`src/rtl/uart_transceiver_if.sv`:
```
// uart_transceiver_if: controller-facing bundle of the bit-level UART engine.
//   transmit, tx_byte      send request and the byte to send
//   clk_div_in             clk cycles per quarter bit (0 selects the built-in default)
//   received, rx_byte      one-cycle pulse with the byte just received
//   recv_error             one-cycle pulse on a framing error
//   is_receiving           receiver busy with a frame or recovering from an error
//   is_transmitting        transmitter busy with a frame
// master = UART controller, slave = transceiver.
interface uart_transceiver_if;
    logic        transmit;
    logic [7:0]  tx_byte;
    logic [15:0] clk_div_in;
    logic        received;
    logic [7:0]  rx_byte;
    logic        is_receiving;
    logic        is_transmitting;
    logic        recv_error;
    modport master (
        output transmit, tx_byte, clk_div_in,
        input  received, rx_byte, is_receiving, is_transmitting, recv_error
    );
    modport slave (
        input  transmit, tx_byte, clk_div_in,
        output received, rx_byte, is_receiving, is_transmitting, recv_error
    );
endinterface

```
`src/rtl/uart_transceiver.sv`:
```
// uart_transceiver: 8N1 UART serializer/deserializer with 4x oversampled bit timing.
//   clk   system clock, everything on posedge
//   rst   asynchronous, active-low reset (0 = reset)
//   rx    serial input, asynchronous to clk, idle high
//   tx    serial output, idle high
//   bus   controller side (transmit/tx_byte/clk_div_in in; received/rx_byte/recv_error/
//         is_receiving/is_transmitting out)
// A quarter-bit tick comes from a per-direction down-counter reloaded with D-1, where
// D = clk_div_in, or CLOCK_DIVIDE when clk_div_in is 0. Four ticks make one bit.
module uart_transceiver #(
    parameter int CLOCK_DIVIDE = 108,
    parameter int SYNC_STAGES  = 2
) (
    input  logic             clk,
    input  logic             rst,
    input  logic             rx,
    output logic             tx,
    uart_transceiver_if.slave bus
);
    typedef enum logic {TX_IDLE, TX_SEND} tx_state_t;
    typedef enum logic [2:0] {RX_IDLE, RX_START, RX_DATA, RX_STOP, RX_ERROR} rx_state_t;

    tx_state_t              tx_state, tx_state_nx;
    rx_state_t              rx_state, rx_state_nx;
    logic [SYNC_STAGES-1:0] sync;
    logic                   rxs;
    logic [15:0]            div_m1;
    logic [15:0]            tx_cnt, rx_cnt;
    logic                   tx_tick, rx_tick;
    logic [1:0]             tx_q, rx_q;
    logic [3:0]             tx_bits;
    logic [2:0]             rx_bits;
    logic [9:0]             tx_shift;
    logic [7:0]             rx_shift;
    logic                   tx_bit_end, rx_bit_end, rx_mid_start, rx_stop_end;
    logic                   received_r, recv_error_r;
    logic [7:0]             rx_byte_r;

    assign div_m1       = (bus.clk_div_in == 16'd0) ? 16'(CLOCK_DIVIDE - 1) : bus.clk_div_in - 16'd1;
    assign rxs          = sync[SYNC_STAGES-1];
    assign tx_tick      = (tx_cnt == 16'd0);
    assign rx_tick      = (rx_cnt == 16'd0);
    assign tx_bit_end   = tx_tick && (tx_q == 2'd3);
    assign rx_bit_end   = rx_tick && (rx_q == 2'd3);
    assign rx_mid_start = rx_tick && (rx_q == 2'd1);
    assign rx_stop_end  = (rx_state == RX_STOP) && rx_bit_end;

    always_ff @(posedge clk or negedge rst) begin
        if (!rst) begin
            tx_state <= TX_IDLE;
            rx_state <= RX_IDLE;
        end else begin
            tx_state <= tx_state_nx;
            rx_state <= rx_state_nx;
        end
    end

    always_comb begin
        tx_state_nx = (tx_state == TX_IDLE) ? (bus.transmit ? TX_SEND : TX_IDLE)
                                            : ((tx_bit_end && tx_bits == 4'd9) ? TX_IDLE : TX_SEND);
        rx_state_nx = rx_state;
        case (rx_state)
            RX_IDLE:  if (!rxs) rx_state_nx = RX_START;
            RX_START: if (rx_mid_start) rx_state_nx = rxs ? RX_IDLE : RX_DATA;
            RX_DATA:  if (rx_bit_end && rx_bits == 3'd7) rx_state_nx = RX_STOP;
            RX_STOP:  if (rx_bit_end) rx_state_nx = rxs ? RX_IDLE : RX_ERROR;
            // rx_q counts consecutive high ticks here, so bit_end means four in a row
            RX_ERROR: if (rx_bit_end && rxs) rx_state_nx = RX_IDLE;
            default:  rx_state_nx = RX_IDLE;
        endcase
    end

    always_comb begin
        tx                  = (tx_state == TX_SEND) ? tx_shift[0] : 1'b1;
        bus.is_transmitting = (tx_state == TX_SEND);
        bus.is_receiving    = (rx_state != RX_IDLE);
        bus.received        = received_r;
        bus.recv_error      = recv_error_r;
        bus.rx_byte         = rx_byte_r;
    end

    // Dividers reload every cycle while idle, so leaving idle always starts a fresh bit period.
    always_ff @(posedge clk or negedge rst) begin
        if (!rst) begin
            sync         <= '1;
            tx_cnt       <= '0;
            rx_cnt       <= '0;
            tx_q         <= '0;
            rx_q         <= '0;
            tx_bits      <= '0;
            rx_bits      <= '0;
            tx_shift     <= '1;
            rx_shift     <= '0;
            received_r   <= 1'b0;
            recv_error_r <= 1'b0;
            rx_byte_r    <= '0;
        end else begin
            sync         <= {sync[SYNC_STAGES-2:0], rx};
            tx_cnt       <= (tx_tick || tx_state == TX_IDLE) ? div_m1 : tx_cnt - 16'd1;
            rx_cnt       <= (rx_tick || rx_state == RX_IDLE) ? div_m1 : rx_cnt - 16'd1;
            tx_q         <= (tx_state == TX_IDLE) ? 2'd0 : (tx_tick ? tx_q + 2'd1 : tx_q);
            tx_bits      <= (tx_state == TX_IDLE) ? 4'd0 : (tx_bit_end ? tx_bits + 4'd1 : tx_bits);
            rx_bits      <= (rx_state != RX_DATA) ? 3'd0 : (rx_bit_end ? rx_bits + 3'd1 : rx_bits);
            received_r   <= rx_stop_end && rxs;
            recv_error_r <= rx_stop_end && !rxs;
            if (tx_state == TX_IDLE && bus.transmit)
                tx_shift <= {1'b1, bus.tx_byte, 1'b0};
            else if (tx_state == TX_SEND && tx_bit_end)
                tx_shift <= {1'b1, tx_shift[9:1]};
            // START realigns the quarter count at mid start bit; ERROR restarts it on any low tick
            if (rx_state == RX_IDLE)
                rx_q <= 2'd0;
            else if (rx_tick)
                rx_q <= ((rx_state == RX_START && rx_q == 2'd1) || (rx_state == RX_ERROR && !rxs))
                        ? 2'd0 : rx_q + 2'd1;
            if (rx_state == RX_DATA && rx_bit_end)
                rx_shift <= {rxs, rx_shift[7:1]};
            if (rx_stop_end && rxs)
                rx_byte_r <= rx_shift;
        end
    end
endmodule

```
`src/flat_wrapper.sv`:
```
// flat-port wrapper written by rule: the top's interface ports become plain ports
module uart_transceiver_flat 
#(
    parameter int CLOCK_DIVIDE = 108,
    parameter int SYNC_STAGES  = 2
)
  (clk, rst, rx, tx, bus_transmit, bus_tx_byte, bus_clk_div_in, bus_received, bus_rx_byte, bus_is_receiving, bus_is_transmitting, bus_recv_error);
  uart_transceiver_if bus_i ();
  input  logic clk;
  input  logic rst;
  input  logic rx;
  output logic tx;
  input wire logic [$bits(bus_i.transmit)-1:0] bus_transmit;
  input wire logic [$bits(bus_i.tx_byte)-1:0] bus_tx_byte;
  input wire logic [$bits(bus_i.clk_div_in)-1:0] bus_clk_div_in;
  output wire logic [$bits(bus_i.received)-1:0] bus_received;
  output wire logic [$bits(bus_i.rx_byte)-1:0] bus_rx_byte;
  output wire logic [$bits(bus_i.is_receiving)-1:0] bus_is_receiving;
  output wire logic [$bits(bus_i.is_transmitting)-1:0] bus_is_transmitting;
  output wire logic [$bits(bus_i.recv_error)-1:0] bus_recv_error;
  assign bus_i.transmit = bus_transmit;
  assign bus_i.tx_byte = bus_tx_byte;
  assign bus_i.clk_div_in = bus_clk_div_in;
  assign bus_received = bus_i.received;
  assign bus_rx_byte = bus_i.rx_byte;
  assign bus_is_receiving = bus_i.is_receiving;
  assign bus_is_transmitting = bus_i.is_transmitting;
  assign bus_recv_error = bus_i.recv_error;
  uart_transceiver #(.CLOCK_DIVIDE(CLOCK_DIVIDE), .SYNC_STAGES(SYNC_STAGES)) u_core (.clk(clk), .rst(rst), .rx(rx), .tx(tx), .bus(bus_i));
endmodule
```
`config.mk`:
```
export PLATFORM = sky130hd
export DESIGN_NAME = uart_transceiver_flat
export DESIGN_NICKNAME = d
export VERILOG_FILES = /design/src/rtl/uart_transceiver_if.sv /design/src/rtl/uart_transceiver.sv /design/src/flat_wrapper.sv
export SDC_FILE = /design/constraint.sdc
export NUM_CORES = 1
export LEC_CHECK = 0
export BUFFER_PORTS_ARGS = -buffer_cell sky130_fd_sc_hd__buf_2
export CORE_MARGIN = 2
export CORE_UTILIZATION = 35
export DETAILED_ROUTE_END_ITERATION = 10
export GPL_ROUTABILITY_DRIVEN = 1
export SETUP_SLACK_MARGIN = 0.1
export SLEW_MARGIN = 25
export SYNTH_ARGS = -nofsm -noshare
export SYNTH_HDL_FRONTEND = slang
export SYNTH_SLANG_ARGS = --single-unit
export TNS_END_PERCENT = 5
```
`constraint.sdc`:
```
create_clock -name clk -period 2.8 [get_ports clk]
set_input_delay 0.28 -clock clk [delete_from_list [all_inputs] [get_ports clk]]
set_output_delay 0.28 -clock clk [all_outputs]
set_load 0.02 [all_outputs]
```
-- Yosys cells after proc, flatten, opt, wreduce, memory -nomap -nowiden
Index checks and enable logic that the tools add are counted.
- flip-flop bits (word level): 77
- word-level logic and storage cells: 92
- bits of input ports: 28
- add/sub/neg operators: 7
- bitwise logic cells: 1
- mux-type cells: 26
- reductions and logical operators: 27
- eq/ne operators: 17
- operator list (kind ; count):
    $logic_not A16 Y1 ; 3
    $mux W16 ; 3
    $sub A16 B1 Y16 const B ; 3
    $mux W3 ; 8
    $mux W10 ; 2
    $pmux W3 S5 ; 1
    $logic_and A1 B1 Y1 ; 14
    $mux W2 ; 6
    $mux W4 ; 2
    $ne A2 B1 Y1 const B ; 4
    $eq A3 B2 Y1 const B ; 2
    $eq A3 B3 Y1 const B ; 2
    $ne A2 B2 Y1 const B ; 3
    $reduce_bool A2 Y1 ; 3
    $reduce_and A5 Y1 ; 1
    $add A2 B1 Y2 const B ; 2
    $add A4 B1 Y4 const B ; 1
    $eq A2 B2 Y1 const B ; 2
    $eq A4 B4 Y1 const B ; 1
    $mux W1 ; 4
    $add A3 B1 Y3 const B ; 1
    $eq A3 B1 Y1 const B ; 1
    $logic_not A3 Y1 ; 1
    $logic_or A1 B1 Y1 ; 3
    other kinds (5) ; 5

-- Longest topological paths before layout
Gate-level depths: netlist (run 1).
- depth in word-level cells: 6
- mapped depth: 9

-- Worst setup path after synthesis (run 1)
No wires, ideal clock.
- path type: register to register
- start: register u_core.rx_cnt[0]
- end: register u_core.rx_shift[0]
- stages on the path, launching flop included: 10
- arrival: 2.151 ns
- setup slack: 0.524 ns
- required time: 2.675 ns
- clock period less this slack: 2.276 ns
- path buffers: 2
- path through: dfrtp_1 -> inv_1 -> ha_1 -> or4b_1 -> buf_2 -> nor4_4 -> and2_4 -> buf_12 -> nand2_8 -> mux2_4
- cells in the longest elaborated chain, start to end: 3
- RTL lines (what ; line ; RTL):
    start, declared ; uart_transceiver.sv:28 ; logic [15:0] tx_cnt, rx_cnt;
    start signal, assigned ; uart_transceiver.sv:100 ; rx_cnt <= (rx_tick || rx_state == RX_IDLE) ? div_m1 : rx_cnt - 16'd1;
    $logic_not A16 Y1 ; uart_transceiver.sv:42 ; assign rx_tick = (rx_cnt == 16'd0);
    $logic_and A1 B1 Y1 ; uart_transceiver.sv:44 ; assign rx_bit_end = rx_tick && (rx_q == 2'd3);
    $logic_and A1 B1 Y1 ; uart_transceiver.sv:116 ; if (rx_state == RX_DATA && rx_bit_end)
    end signal, assigned ; uart_transceiver.sv:117 ; rx_shift <= {rxs, rx_shift[7:1]};
    end, declared ; uart_transceiver.sv:34 ; logic [7:0] rx_shift;
No other way between the ends.
A chain may end at the register's enable or synchronous reset.

-- Final worst setup path (run 1)
- start: register u_core.rx_cnt[0]
- end: register u_core.rx_byte_r[6] (netlist: u_core.bus.rx_byte[6])
- cells in the longest elaborated chain, start to end: 4
- RTL lines (what ; line ; RTL):
    $logic_not A16 Y1 ; uart_transceiver.sv:42 ;
    $logic_and A1 B1 Y1 ; uart_transceiver.sv:44 ;
    $logic_and A1 B1 Y1 ; uart_transceiver.sv:46 ; assign rx_stop_end = (rx_state == RX_STOP) && rx_bit_end;
    $logic_and A1 B1 Y1 ; uart_transceiver.sv:118 ; if (rx_stop_end && rxs)
    end signal, assigned ; uart_transceiver.sv:119 ; rx_byte_r <= rx_shift;
    end, declared ; uart_transceiver.sv:37 ; logic [7:0] rx_byte_r;
No other way between the ends.

==> key figures, run 1 <==
Status
  • Status: complete, but fails checks
  • Violated checks: hold timing

Timing
  • RSZ-0062 raised after global routing: false
  • Period minus WS final: 2.48 ns
  • Final cycle utilization of the critical path: 88.4%
  • FMAX: 404 MHz
  • Worst Clk Skew: 0.00650 ns
  • Slew Viols, Final: 0
  • Endpoints failing setup: 0
  • Post-Route Setup TNS: 0 ns
  • Final hold vios: 39
  • Hold WS: -0.0437 ns
  • PnR worst setup slack: 0.324 ns
  • Slew headroom: 53.3%
  • Worst-Margin Slew: 0.700 ns

Synth
  • Yosys top cell by area: dfrtp_1
  • Async S/R FF share, synth: 100%
  • Warnings from Yosys: 0
  • Top_reg_cell synth: dfrtp_1
  • Cells after synthesis: 412
  • Number of flops mapped to enable cells by yosys: 0
  • Sequential area share after synthesis: 45.8%
  • Yosys top cell area share: 38.9%
  • Syn Area/Cell: 10.2 um2
  • Post-synth net total: 450
  • Top post-synthesis cells by area: dfrtp_1 (39%), dfstp_2 (6.9%), mux2_4 (5.7%)
  • Count leader, synth: dfrtp_1
  • Synth cell count leaders: dfrtp_1 (65), nor2_1 (46), nand2_1 (35), xnor2_1 (22), nor3_1 (21)
  • Mapped cell area: 4180 um2
  • Yosys reg bits: 76
  • Synth cell types: 52

Clock tree
  • H-tree levels: 3
  • CTS max path bufs: 2
  • Worst-path clk slew: 0.06 ns
  • Num CTS Buffers: 9
  • CTS tree: built
  • Hold-fix buffers at CTS: 0
  • Post-CTS setup buffers: 0
  • Post-CTS resize count: 0
  • Root buffer cell: clkbuf_16
  • Sink Count: 76
  • Skew-Pair Late Insertion Delay: 0.34 ns

Pwr
  • Total power: 3.37 mW
  • Pleak: 2.12 nW
  • Worst VDD drop: 0.391 mV
  • P per Cell Area: 692 nW/um2

Global routing
  • First-pass GRT wire length: 14700 um
  • Gr ovfl total: 0
  • Grt met2 use: 22.1%
  • Initial antenna violation count: 0
  • GR peak layer: met2
  • Vias in the first global route: 2996
  • Met1 Usage GRT: 19.8%
  • Met3 GRT Util: 2.36%
  • Global Route Usage Sum: 14.4%
  • Largest net degree at the start of global routing: 77

Placement
  • IO Port Bufs: 40
  • Setup WS pre-CTS: 0.351 ns
  • Cell Area, Placed: 4520 um2
  • Placed Instances: 583
  • RD Place Congestion: 0.788
  • Dpl hpwl: 6120 um

Detailed routing
  • DRT antenna net count: 0
  • Routed length per instance: 14.5 um
  • Routed vias: 3130
  • DRC: 0
  • Vias/cell: 5.23
  • Pre-Repair DR Iteration Count: 4
  • Number of DRC markers in iteration 0: 199
  • WL final: 8670 um

Critical path
  • CP Capture Type: flip-flop
  • Max incr delay on CP: 0.59 ns
  • Critical Path RT: 3.03 ns
  • FF-to-FF Start: u_core.rx_cnt[0]$_DFF_PN0_
  • Maximum fanout along the worst path: 8
  • Setup crit start kind: flip-flop
  • Sum of buffers and inverters on the critical path: 1
  • Crit path from: u_core.rx_cnt[0]$_DFF_PN0_
  • Critical path class: reg -> reg
  • Crit-path cells: inv_1, ha_1, or4b_1, nor4_4, and2_4, nand2_8, mux2_4
  • Crit path arrival time: 2.70 ns
  • CP delay by family, top: simple AND/OR/NAND/NOR gates
  • CP max stage cell: or4b_1

Finish
  • ANT cells: 0
  • Finished Core Util: 42.1%
  • Filler Cell Count: 1094
  • Nets@finish: 489
  • Share of layout cells above drive strength 1: 22.1%
  • Synthesis-to-layout area growth: 16.3%
  • Final instance area: 4870 um2
  • Post-Layout Cell Count: 599

Flow run
  • Max-cap violations: 0

Die
  • Die W: 113 um
  • Initial Util: 36.2%
  • Core Area: 11600 um2
  • Num ports: 41
  • Die Y: 113 um
  • Row count: 39
  • Die ar.: 12800 um2

Min path
  • HP Class: in -> async
-- state kept, by name (all words and copies together) (netlist names) --
signal,count
u_core.bus.recv_error,1
u_core.rx_bits,3
u_core.bus.received,1
u_core.tx_q,2
u_core.rx_cnt,16
u_core.bus.rx_byte,8
u_core.tx_cnt,16
u_core.tx_shift,9
u_core.rx_shift,8
u_core.tx_bits,4
u_core.bus.is_transmitting,1
u_core.rx_state,3
u_core.rx_q,2
u_core.sync,2
-- report_power, final --
part / switching (mW) / internal (mW)
Sequential: 0.182 / 1.30
Clock: 0.462 / 0.872
Combinational: 0.278 / 0.273
-- path summary, 6_finish.rpt --
| kind | endpoint | slack (ns) | depth (start not counted) |
|---|---|---|---|
| worst min register to register | u_core.sync[1]$_DFF_PN1_ | 0.36 | 0 |
| max in group asynchronous | u_core.rx_state[0]$_DFFE_PN0P_ | 2.36 | 1 |
| worst max-delay path | u_core.bus.rx_byte[6]$_DFFE_PN0P_ | 0.32 | 7 |
| worst min-delay path | u_core.tx_bits[2]$_DFFE_PN0P_ | -0.04 | 1 |
| min in group clk | u_core.sync[0]$_DFF_PN1_ | 0.04 | 1 |
| worst max register to register | u_core.bus.rx_byte[6]$_DFFE_PN0P_ | 0.32 | 7 |
-- layout make-up --
class                           count  area [um2]  area share, %
Clock inverter                      6         114           2.34
Clock buffer                       10         229           4.71
Inverter                           10        37.5          0.771
Sequential cell                    76        1920           39.4
Timing Repair Buffer               46         251           5.17
Tap cell                          143         179           3.68
Multi-Input combinational cell    308        2140           44.0
-- worst register-to-register path: stages (launching register included) --
cell,delay [ns]
dfrtp_1,0.39
inv_1,0.08
ha_1,0.20
or4b_1,0.59
nor4_4,0.34
and2_4,0.32
nand2_8,0.11
mux2_4,0.33
-- layer usage --
metal	vias up	part of all wire (%)
li1	1548	-
met1	1509	50
met2	59	45
met3	14	2.7
met4	0	2.2
met5	-	0
-- kinds of logic after synthesis --
family / synth area share (%)
AO/OA/AOI/OAI: 10.9
XOR/XNOR: 6.91
adder cells (fa/ha/maj): 2.99
buffers and inverters: 3.14
flip-flops: 45.8
multiplexers: 9.09
AND/OR/NAND/NOR: 21.2
-- cell usage in the layout, fill, tap and decap left out, types with 3 or more instances in the layout --
| cell type | count |
|---|---|
| mux2_4 | 16 |
| dfrtp_1 | 65 |
| nor4_1 | 4 |
| buf_4 | 6 |
| nand3_1 | 10 |
| a31oi_1 | 18 |
| nand2_1 | 35 |
| o22ai_1 | 4 |
| nor2_1 | 45 |
| buf_2 | 39 |
| or2_2 | 4 |
| ha_1 | 10 |
| and2_1 | 3 |
| and3_1 | 5 |
| bufinv_16 | 3 |
| or3_1 | 4 |
| nand3b_1 | 4 |
| xor2_1 | 11 |
| inv_1 | 10 |
| nor3_1 | 21 |
| nand2b_1 | 4 |
| mux2i_1 | 14 |
| a211oi_1 | 10 |
| clkbuf_16 | 9 |
| or4_1 | 6 |
| dfstp_2 | 11 |
| nor2b_1 | 11 |
| a21oi_1 | 13 |
| xnor2_1 | 22 |
| o21ai_0 | 5 |
Power figures use the tool's default switching activity.
==> run 2, diff against run 1 <==
BUFFER_PORTS_ARGS = -buffer_cell sky130_fd_sc_hd__clkbuf_2   (was -buffer_cell sky130_fd_sc_hd__buf_2)
==> run 2 against run 1 <==
The run still ends with hold timing left. Fmax shrank 0.46%. Final area shrank 0.85%. Final cell count is the same. Clock power shrank 11%. Worst hold slack lost 0.018 ns. Combinational power grew 1%. Utilization shrank 0.36 points. Sequential share of layout area grew 0.34 points. Setup slack lost 0.012 ns. Count of clock-buffer cells in the layout is the same. Flip-flop and latch count is the same. Die area is the same. Critical endpoint is now u_core.rx_shift[5]$_DFFE_PN0P_. Largest cell class unchanged. Highest routed layer unchanged.
==> key figures, run 2 (synthesized netlist as in run 1, its figures left out) <==
Pwr
  • P per Cell Area: 667 nW/um2
  • Worst VDD drop: 0.320 mV
  • Pleak: 2.11 nW

Timing
  • Period minus WS final: 2.49 ns
  • Hold WS: -0.0618 ns
  • Slew Viols, Final: 0
  • Endpoints failing setup: 0
  • Slew headroom: 53.9%
  • RSZ-0062 raised after global routing: false
  • Final hold vios: 44
  • Worst Clk Skew: 0.00770 ns
  • Worst-Margin Slew: 0.692 ns
  • FMAX: 402 MHz
  • Post-Route Setup TNS: 0 ns
  • Final cycle utilization of the critical path: 88.8%

Global routing
  • Vias in the first global route: 3122
  • Initial antenna violation count: 0
  • Largest net degree at the start of global routing: 77
  • Gr ovfl total: 0
  • First-pass GRT wire length: 14800 um
  • Global Route Usage Sum: 14.5%

Clock tree
  • H-tree levels: 3
  • Root buffer cell: clkbuf_16
  • CTS tree: built
  • Worst-path clk slew: 0.06 ns
  • Post-CTS setup buffers: 0
  • Post-CTS resize count: 0
  • Sink Count: 76
  • Skew-Pair Late Insertion Delay: 0.34 ns
  • Hold-fix buffers at CTS: 0
  • Num CTS Buffers: 9
  • CTS max path bufs: 2

Placement
  • RD Place Congestion: 0.786
  • Placed Instances: 583
  • Dpl hpwl: 5920 um
  • IO Port Bufs: 40

Critical path
  • Critical path class: reg -> reg
  • Setup crit start kind: flip-flop
  • Maximum fanout along the worst path: 8
  • Critical Path RT: 3.02 ns
  • Crit path arrival time: 2.71 ns
  • CP Capture Type: flip-flop

Finish
  • Largest regs: u_core.rx_cnt x16, u_core.tx_cnt x16, u_core.tx_shift x9
  • Most common cell after layout, fill and taps aside: dfrtp_1
  • Nets@finish: 489
  • Filler Cell Count: 1105
  • Commonest non-fill, non-tap cells in the layout: dfrtp_1 (65), nor2_1 (45), clkbuf_2 (39), nand2_1 (35), xnor2_1 (22)
  • Synthesis-to-layout area growth: 15.3%
  • Share of layout cells above drive strength 1: 22.4%
  • ANT cells: 0
  • Post-Layout Cell Count: 599

Status
  • Violated checks: hold timing
  • Status: complete, but fails checks

Detailed routing
  • DRT antenna net count: 0
  • Routed length per instance: 14.2 um
  • DRC: 0
  • Vias/cell: 5.21
  • Routed vias: 3120
  • WL final: 8500 um
  • Pre-Repair DR Iteration Count: 4
  • Number of DRC markers in iteration 0: 212

Flow run
  • Max-cap violations: 0

Min path
  • HP Class: in -> async

Die
  • Die Y: 113 um
  • Die W: 113 um
  • Core Area: 11600 um2
  • Num ports: 41
  • Initial Util: 36.2%
  • Die ar.: 12800 um2
  • Row count: 39
-- run 2: cell count changes in the layout (fill, tap and decap cells not counted), sizes merged --
cell	before	now
inv	10	11
buf	46	7
clkbuf	10	49
clkinvlp	2	0
bufinv	3	1
clkinv	1	4
-- run 2: report_power, final --
group,switching [mW],internal [mW],total [mW]
Clock,0.461,0.714,1.18
Combinational,0.284,0.273,0.557
Sequential,0.184,1.30,1.49
-- run 2: final timing paths --
kind                                            start                              to  slack [ns]  cells after the start
setup / recovery           u_core.rx_cnt[0]$_DFF_PN0_  u_core.rx_shift[5]$_DFFE_PN0P_        0.31                      7
hold / removal                                    rst   u_core.tx_bits[0]$_DFFE_PN0P_       -0.06                      1
hold reg to reg              u_core.sync[0]$_DFF_PN1_        u_core.sync[1]$_DFF_PN1_        0.36                      0
setup reg to reg           u_core.rx_cnt[0]$_DFF_PN0_  u_core.rx_shift[5]$_DFFE_PN0P_        0.31                      7
min in group clk                                   rx        u_core.sync[0]$_DFF_PN1_        0.02                      1
max in group asynchronous                         rst  u_core.rx_state[1]$_DFFE_PN0P_        2.35                      1
-- run 2: worst max-delay path, stage by stage (launching register included) --
cell     delay [ns]
dfrtp_1        0.39
inv_1          0.09
ha_1           0.21
or4b_1         0.60
nor4_4         0.34
and2_4         0.32
nand2_8        0.11
mux2_4         0.32
-- run 2: metal layers --
| layer | up-vias | share of wire, % | global-route usage, % |
|---|---|---|---|
| li1 | 1540 | - | - |
| met1 | 1523 | 49 | 19.9 |
| met2 | 45 | 46 | 22.0 |
| met3 | 12 | 3.6 | 3.37 |
| met4 | 0 | 1.8 | 6.42 |
| met5 | - | 0 | 0 |
-- run 2: final cells by class --
| class | instances | area, um2 | share of cell area (%) |
|---|---|---|---|
| Clock buffer | 10 | 239 | 4.95 |
| Clock inverter | 6 | 62.6 | 1.30 |
| Inverter | 10 | 37.5 | 0.778 |
| Multi-Input combinational cell | 308 | 2140 | 44.3 |
| Sequential cell | 76 | 1920 | 39.7 |
| Tap cell | 143 | 179 | 3.71 |
| Timing Repair Buffer | 46 | 251 | 5.21 |
-- run 2: metrics by stage --
stage	utilization (%)	hold slack [ns]	power, mW	instance area [um2]	setup WS, ns
6_report	41.7	-0.0618	3.22	4820	0.313
3_5_place_dp	39.1	0.349	2.06	4520	0.344
5_1_grt	41.7	0.0192	3.39	4820	0.166
3_3_place_gp	39.1	0.347	2.03	4520	0.405
2_1_floorplan	-	-0.0156	1.89	4180	0.524
4_1_cts	41.7	0.0149	3.25	4820	0.319
